<file path="src/rtl/cpu_io_bridge.sv">
// Host-side GPIO bridge: host writes drive core io0/io1; io2 (and optionally io3) value changes
// are captured into a first-word fall-through FIFO. Optional io3 capture: CPU_IO_BRIDGE_IO3_CAPTURE_EN.
module cpu_io_bridge #(
    parameter int unsigned DEPTH = 8,
    parameter int unsigned WIDTH = 32
) (
    input  logic                     clk,
    input  logic                     rst_n,
    input  logic [WIDTH-1:0]         cpu_io2,
    input  logic [WIDTH-1:0]         cpu_io3,
    output logic [WIDTH-1:0]         cpu_io0,
    output logic [WIDTH-1:0]         cpu_io1,
    input  logic                     host_wr_valid,
    output logic                     host_wr_ready,
    input  logic                     host_wr_sel,
    input  logic [WIDTH-1:0]         host_wr_data,
    output logic                     host_rd_valid,
    input  logic                     host_rd_ready,
    output logic [WIDTH-1:0]         host_rd_data,
    output logic                     host_rd_tag,
    output logic                     overflow,
    output logic [$clog2(DEPTH):0]   level
);
    localparam int unsigned AW = $clog2(DEPTH);
    localparam int unsigned LW = AW + 1;

    logic [WIDTH-1:0] mem_data [DEPTH];
    logic [AW-1:0]    wr_ptr;
    logic [AW-1:0]    rd_ptr;
    logic [LW-1:0]    level_q;
    logic [WIDTH-1:0] prev_io2;
    logic [WIDTH-1:0] io0_q;
    logic [WIDTH-1:0] io1_q;
    logic             ready_q;
    logic             overflow_q;

    logic             push;
    logic             pop;
    logic             full;
    logic             push_ok;
    logic             drop;
    logic [WIDTH-1:0] push_data;

    assign full    = (level_q == LW'(DEPTH));
    assign pop     = (level_q != '0) && host_rd_ready;
    // a full FIFO still accepts a push when the head leaves on the same edge
    assign push_ok = push && (!full || pop);

`ifdef CPU_IO_BRIDGE_IO3_CAPTURE_EN
    logic             mem_tag [DEPTH];
    logic [WIDTH-1:0] prev_io3;
    logic [WIDTH-1:0] pend_data;
    logic             pend_valid;
    logic             pend_set;
    logic             push_tag;

    // priority: pending slot, then io2 change, then io3 change; only io3 can wait in the slot
    always_comb begin
        push      = 1'b0;
        push_tag  = 1'b0;
        push_data = '0;
        drop      = 1'b0;
        pend_set  = 1'b0;
        if (pend_valid) begin
            push      = 1'b1;
            push_tag  = 1'b1;
            push_data = pend_data;
            drop      = (cpu_io2 != prev_io2) || (cpu_io3 != prev_io3);
        end else if (cpu_io2 != prev_io2) begin
            push      = 1'b1;
            push_data = cpu_io2;
            pend_set  = (cpu_io3 != prev_io3);
        end else if (cpu_io3 != prev_io3) begin
            push      = 1'b1;
            push_tag  = 1'b1;
            push_data = cpu_io3;
        end
    end

    always_ff @(posedge clk or negedge rst_n) begin
        if (!rst_n) begin
            prev_io3   <= '0;
            pend_valid <= 1'b0;
            pend_data  <= '0;
        end else begin
            prev_io3   <= cpu_io3;
            pend_valid <= pend_set;
            if (pend_set) pend_data <= cpu_io3;
        end
    end

    always_ff @(posedge clk) begin
        if (push_ok) mem_tag[wr_ptr] <= push_tag;
    end

    assign host_rd_tag = (level_q != '0) ? mem_tag[rd_ptr] : 1'b0;
`else
    logic io3_unused;
    assign io3_unused = ^cpu_io3;

    always_comb begin
        push      = (cpu_io2 != prev_io2);
        push_data = cpu_io2;
        drop      = 1'b0;
    end

    assign host_rd_tag = 1'b0;
`endif

    always_ff @(posedge clk or negedge rst_n) begin
        if (!rst_n) begin
            ready_q    <= 1'b0;
            io0_q      <= '0;
            io1_q      <= '0;
            prev_io2   <= '0;
            wr_ptr     <= '0;
            rd_ptr     <= '0;
            level_q    <= '0;
            overflow_q <= 1'b0;
        end else begin
            ready_q  <= 1'b1;
            prev_io2 <= cpu_io2;
            if (host_wr_valid && ready_q) begin
                if (host_wr_sel) io1_q <= host_wr_data;
                else             io0_q <= host_wr_data;
            end
            if (push_ok) wr_ptr <= wr_ptr + 1'b1;
            if (pop)     rd_ptr <= rd_ptr + 1'b1;
            if (push_ok && !pop)      level_q <= level_q + 1'b1;
            else if (!push_ok && pop) level_q <= level_q - 1'b1;
            if (drop || (push && !push_ok)) overflow_q <= 1'b1;
        end
    end

    always_ff @(posedge clk) begin
        if (push_ok) mem_data[wr_ptr] <= push_data;
    end

    assign cpu_io0       = io0_q;
    assign cpu_io1       = io1_q;
    assign host_wr_ready = ready_q;
    assign host_rd_valid = (level_q != '0);
    assign host_rd_data  = (level_q != '0) ? mem_data[rd_ptr] : '0;
    assign overflow      = overflow_q;
    assign level         = level_q;

endmodule

</file>
<file path="config.mk">
export PLATFORM = sky130hd
export DESIGN_NAME = cpu_io_bridge
export DESIGN_NICKNAME = d
export VERILOG_FILES = /design/src/rtl/cpu_io_bridge.sv
export SDC_FILE = /design/constraint.sdc
export NUM_CORES = 1
export LEC_CHECK = 0
export CAP_MARGIN = 30
export CELL_PAD_IN_SITES_DETAIL_PLACEMENT = 0
export CELL_PAD_IN_SITES_GLOBAL_PLACEMENT = 1
export CORE_UTILIZATION = 45
export DETAILED_ROUTE_END_ITERATION = 7
export GPL_TIMING_DRIVEN = 0
export PLACE_DENSITY_LB_ADDON = 0.15
export RECOVER_POWER = 100
export SLEW_MARGIN = 20
export SYNTH_ARGS = -nofsm -noshare
export SYNTH_HDL_FRONTEND = slang
export SYNTH_SLANG_ARGS = --single-unit
</file>
<file path="constraint.sdc">
create_clock -name clk -period 6.3 [get_ports clk]
set_input_delay 1.26 -clock clk [delete_from_list [all_inputs] [get_ports clk]]
set_output_delay 1.26 -clock clk [all_outputs]
set_load 0.05 [all_outputs]
</file>
Yosys cells after proc, flatten, opt, wreduce, memory -nomap -nowiden

Memories as Yosys holds them, arrays and structs flattened.
Cells that the tools add are included.

Add/subtract/negate cells: 4
Equality and inequality tests: 2
Muxes and demuxes: 5
Bitwise operators: 1
Reduce and logical (&&, ||, !) cells: 14

Operators with widths:

| cell                                             | count |
|---|---|
| 2-to-1 mux 32 bit                                | 1 |
| != test 32 bit                                   | 1 |
| 2-to-1 mux 4 bit                                 | 2 |
| adder 3 x 1 -> 3 bit, second input constant      | 2 |
| logical AND 1 bit                                | 6 |
| adder 4 x 1 -> 4 bit, second input constant      | 1 |
| equality test 4 bit, second input constant       | 1 |
| AND reduction 2 bit                              | 2 |
| nonzero test 4 bit                               | 1 |
| subtractor 4 x 1 -> 4 bit, second input constant | 1 |
| logical NOT 1 bit                                | 3 |
| 2-to-1 mux 1 bit                                 | 2 |
| nonzero test 2 bit                               | 1 |
| logical OR 1 bit                                 | 1 |
| NOT 1 bit                                        | 1 |

Register bits after elaboration: 108
Memory bits (writable): 256
Input port bits: 101
Output and inout bits: 104
Logic and storage cells: 35
Memories kept: 1

Memories:

| name     | depth | width | read ports | clocked after memory_dff | write ports | line | source |
|---|---|---|---|---|---|---|---|
| mem_data | 8     | 32    | 1          | 0                        | 1           | 27   | `logic [WIDTH-1:0] mem_data [DEPTH];` |

Longest topological paths before layout

Depth after elaboration: 8
Mapped depth: 14
Depth with buffers taken out: 13

Worst setup path after synthesis

Ideal clock, no wire load.

Path type: input-to-reg
From: input cpu_io2[14]
To: memory mem_data[4][0], enable pin
Library setup time: 0.513 ns
Data arrival time: 5.174 ns
Data required time: 5.787 ns
Setup slack: 0.613 ns
Cell stages on the path: 6
Buffers on the path: 1
Cells stage by stage: xor2_1 > nor4_1 > nand4_1 > o31ai_2 > buf_6 > nor4b_1

Cells in the longest elaborated chain, start to end: 4

Ends and longest elaborated chain:

| item                                   | line | source |
|---|---|---|
| start: declaration                     | 9    | `input logic [WIDTH-1:0] cpu_io2,` |
| != test 32 bit                         | 102  | `push = (cpu_io2 != prev_io2);` |
| logical AND 1 bit                      | 47   | `assign push_ok = push && (!full \|\| pop);` |
| 2-to-1 mux 1 bit                       | 136  | `if (push_ok) mem_data[wr_ptr] <= push_data;` |
| 2-to-1 mux 1 bit (implied by the code) | 136  |  |
| end: declaration                       | 27   |  |

No other way between the ends.

Final worst setup path

From: input cpu_io2[10]
To: memory mem_data[2][21], enable pin

The elaborated chain is that of the path after synthesis.

==> metrics.csv <==
metric,value,unit
Synth Instances,678,
Synth Area in Simple Gates,2.16,%
synthesis-stage register bit count,364,
Die Span X,177,µm
Hold Path Class,flop to flop,
Critical Path AT,5.43,ns
"Reg clk slew, reported paths",0.06,ns
Fin. Hold Viols,0,
synth-to-layout area growth,26.2,%
post-synthesis compound-gate area fraction,0.334,%
CTS tree,done,
Clock Skew,0.0151,ns
worst setup path class,input port to flop,
max cap viols,3,
Mapped Area,13900,µm²
share of the yosys chip area belonging to registers,75.0,%
final worst slack,1.09,ns
Hold WS,0.486,ns
combinational family with the most area after synthesis,multiplexers,
core area,30000,µm²
most common cell in the synthesized netlist,edfxtp_1,
post-detail-place hpwl,21000,µm
antenna violations before repair,3,
Final Util,58.4,%
post-synthesis mux area share,18.2,%
first-pass GRT wire length,46300,µm
Post-Place Cells,1293,
Tightest Pin Transition,2.33,ns
synth cell count leaders,"edfxtp_1, dfrtp_1, mux2_2",
htree depth,2,
VDD IR max,0.259,mV
Tcrit/Tclk final,82.7,%
Final setup viols,0,
XOR/XNOR Fraction of Synth Area,2.53,%
crit end category,flop,
fillcell total,2285,
Crit Path Max Fanout,10,
Max clock buf depth,3,
DIE HEIGHT,177,µm
drt initial violations,581,
Root Driver,clkbuf_16,
number of synthesized flops with an enable pin,256,
failing checks,"capacitance limit, slew limit",
ranking of synthesized cells by area,"edfxtp_1, dfrtp_1, mux4_2, mux2_2, mux2i_1",
Clock Latency Late Sink,0.52,ns
Yosys warning count,0,
post-cts resize count,0,
Leakage,6.33,nW
Initial Util,46.3,%
Antenna Nets Post-Route,0,
Placement Setup Slack,1.28,ns
post-synthesis async set-or-reset flop share,29.7,%
status,"finished, violations left",
Rows,63,
Vias,7173,
CP Launch Type,input port,
gr ovfl total,0,
number of I/O port buffers,171,
total wire length,30000,µm
Tmin final,5.21,ns
Synth top area share,55.5,%
final weighted congestion in routability-driven placement,0.742,
Placement Cell Area,16500,µm²
pwr dens,527,nW/µm²
slew margin rel.,-55.4,%
Layout Nets,1050,
post-synth net total,785,
Non-Filler Instances,1365,
die area,31500,µm²
RSZ-0062 raised after global routing,false,
fmax,0.192,GHz
cell accounting for the most synthesized area,edfxtp_1,
CTS Hold Buffers Added,0,
CTS sink cnt,364,
layout cells sized above 1,21.1,%
vias in the first global route,7859,
largest net degree at the start of global routing,68,
post-CTS setup buffer count,0,
First-pass DRT Iterations,4,
setup_tns,0,ns
DR WL/cell,22.0,µm
Synth Area in Adders,0.596,%
Slew Limit Fails,119,
Total GRT Usage,19.9,%
CTS buffer count,38,
Syn Area/Cell,20.4,µm²
Post-Layout Inst Area,17500,µm²
"Distinct cells, synth",33,
IO Pins,205,
Vias/cell,5.25,
Critical Path RT,6.52,ns
total chip power,9.21,mW
Synth Flop Type,edfxtp_1,
DRC,0,
## flip-flops by register name (all words and copies together) (netlist names)
name / count
cpu_io0: 32
cpu_io1: 32
level: 4
mem_data: 256
host_wr_ready: 1
rd_ptr: 3
wr_ptr: 3
overflow: 1
prev_io2: 32
## worst max-delay path, cell delays in order
cell,delay [ns]
dlygate4sd3_1,0.75
xor2_1,0.28
nor4_1,0.15
nand4_1,0.20
o31ai_1,0.13
clkbuf_1,0.24
nor4_1,0.88
clkbuf_1,0.44
clkbuf_1,0.40
clkbuf_1,0.27
buf_2,0.21
buf_2,0.22
## worst paths after layout
path                                   start               to  cells after the start  slack (ns)
worst max-delay path             cpu_io2[10]  mem_data[2][21]                     12        1.09
worst min-delay path                overflow         overflow                      1        0.49
worst max register to register  prev_io2[10]  mem_data[2][21]                     11        2.26
worst min register to register      overflow         overflow                      1        0.49
max in group asynchronous              rst_n      prev_io2[7]                      2        2.09
min in group asynchronous              rst_n     prev_io2[27]                      1        1.44
## cell usage in the layout, fill, tap and decap left out, drive strengths merged, types with 3 or more instances in the layout
master and instances:
nor3 4, edfxtp 256, xor2 33, ha 5, mux4 64, inv 7
mux2 67, mux2i 32, clkinv 14, nor4 13, bufinv 3, dfrtp 108
nor2 33, clkdlybuf4s50 38, buf 20, xnor2 7, clkbuf 116, nand2 5
dlygate4sd3 132
## power by group
group          internal (mW)  switching [mW]  total (mW)  leakage (nW)
combinational           1.29            2.37        3.66          2.11
sequential              3.20           0.180        3.38          3.62
clock                   1.29           0.883        2.17         0.603
## cells by family (layout without fill, tap and decap cells)
family,after synthesis,count (layout)
flops,364,364
simple gates,62,62
xor+xnor,40,40
buf+inv,35,330
compound gates,6,6
mux,163,163
other cells,2,4
fa+ha+maj,6,6
## routing by layer
metal / vias up / wire, µm / global-route usage, %
met4: 2 / 556 / 5.13
met3: 47 / 2180 / 4.99
met5: - / 14 / 0
li1: 3197 / - / -
met2: 241 / 14800 / 33.4
met1: 3686 / 12400 / 25.8
## final cells by class
class | instances | area [µm²] | area share (%)
diodes | 2 | 5.00 | 0.0286
plain buffers | 30 | 140 | 0.801
clock buffers | 51 | 1040 | 5.95
clock inverters | 19 | 185 | 1.06
inverters | 5 | 18.8 | 0.107
multi-input cells | 279 | 3300 | 18.9
flip-flops and latches | 364 | 10400 | 59.4
well taps | 390 | 488 | 2.79
repair buffers | 225 | 1920 | 11.0
Power figures use the tool's default switching activity.
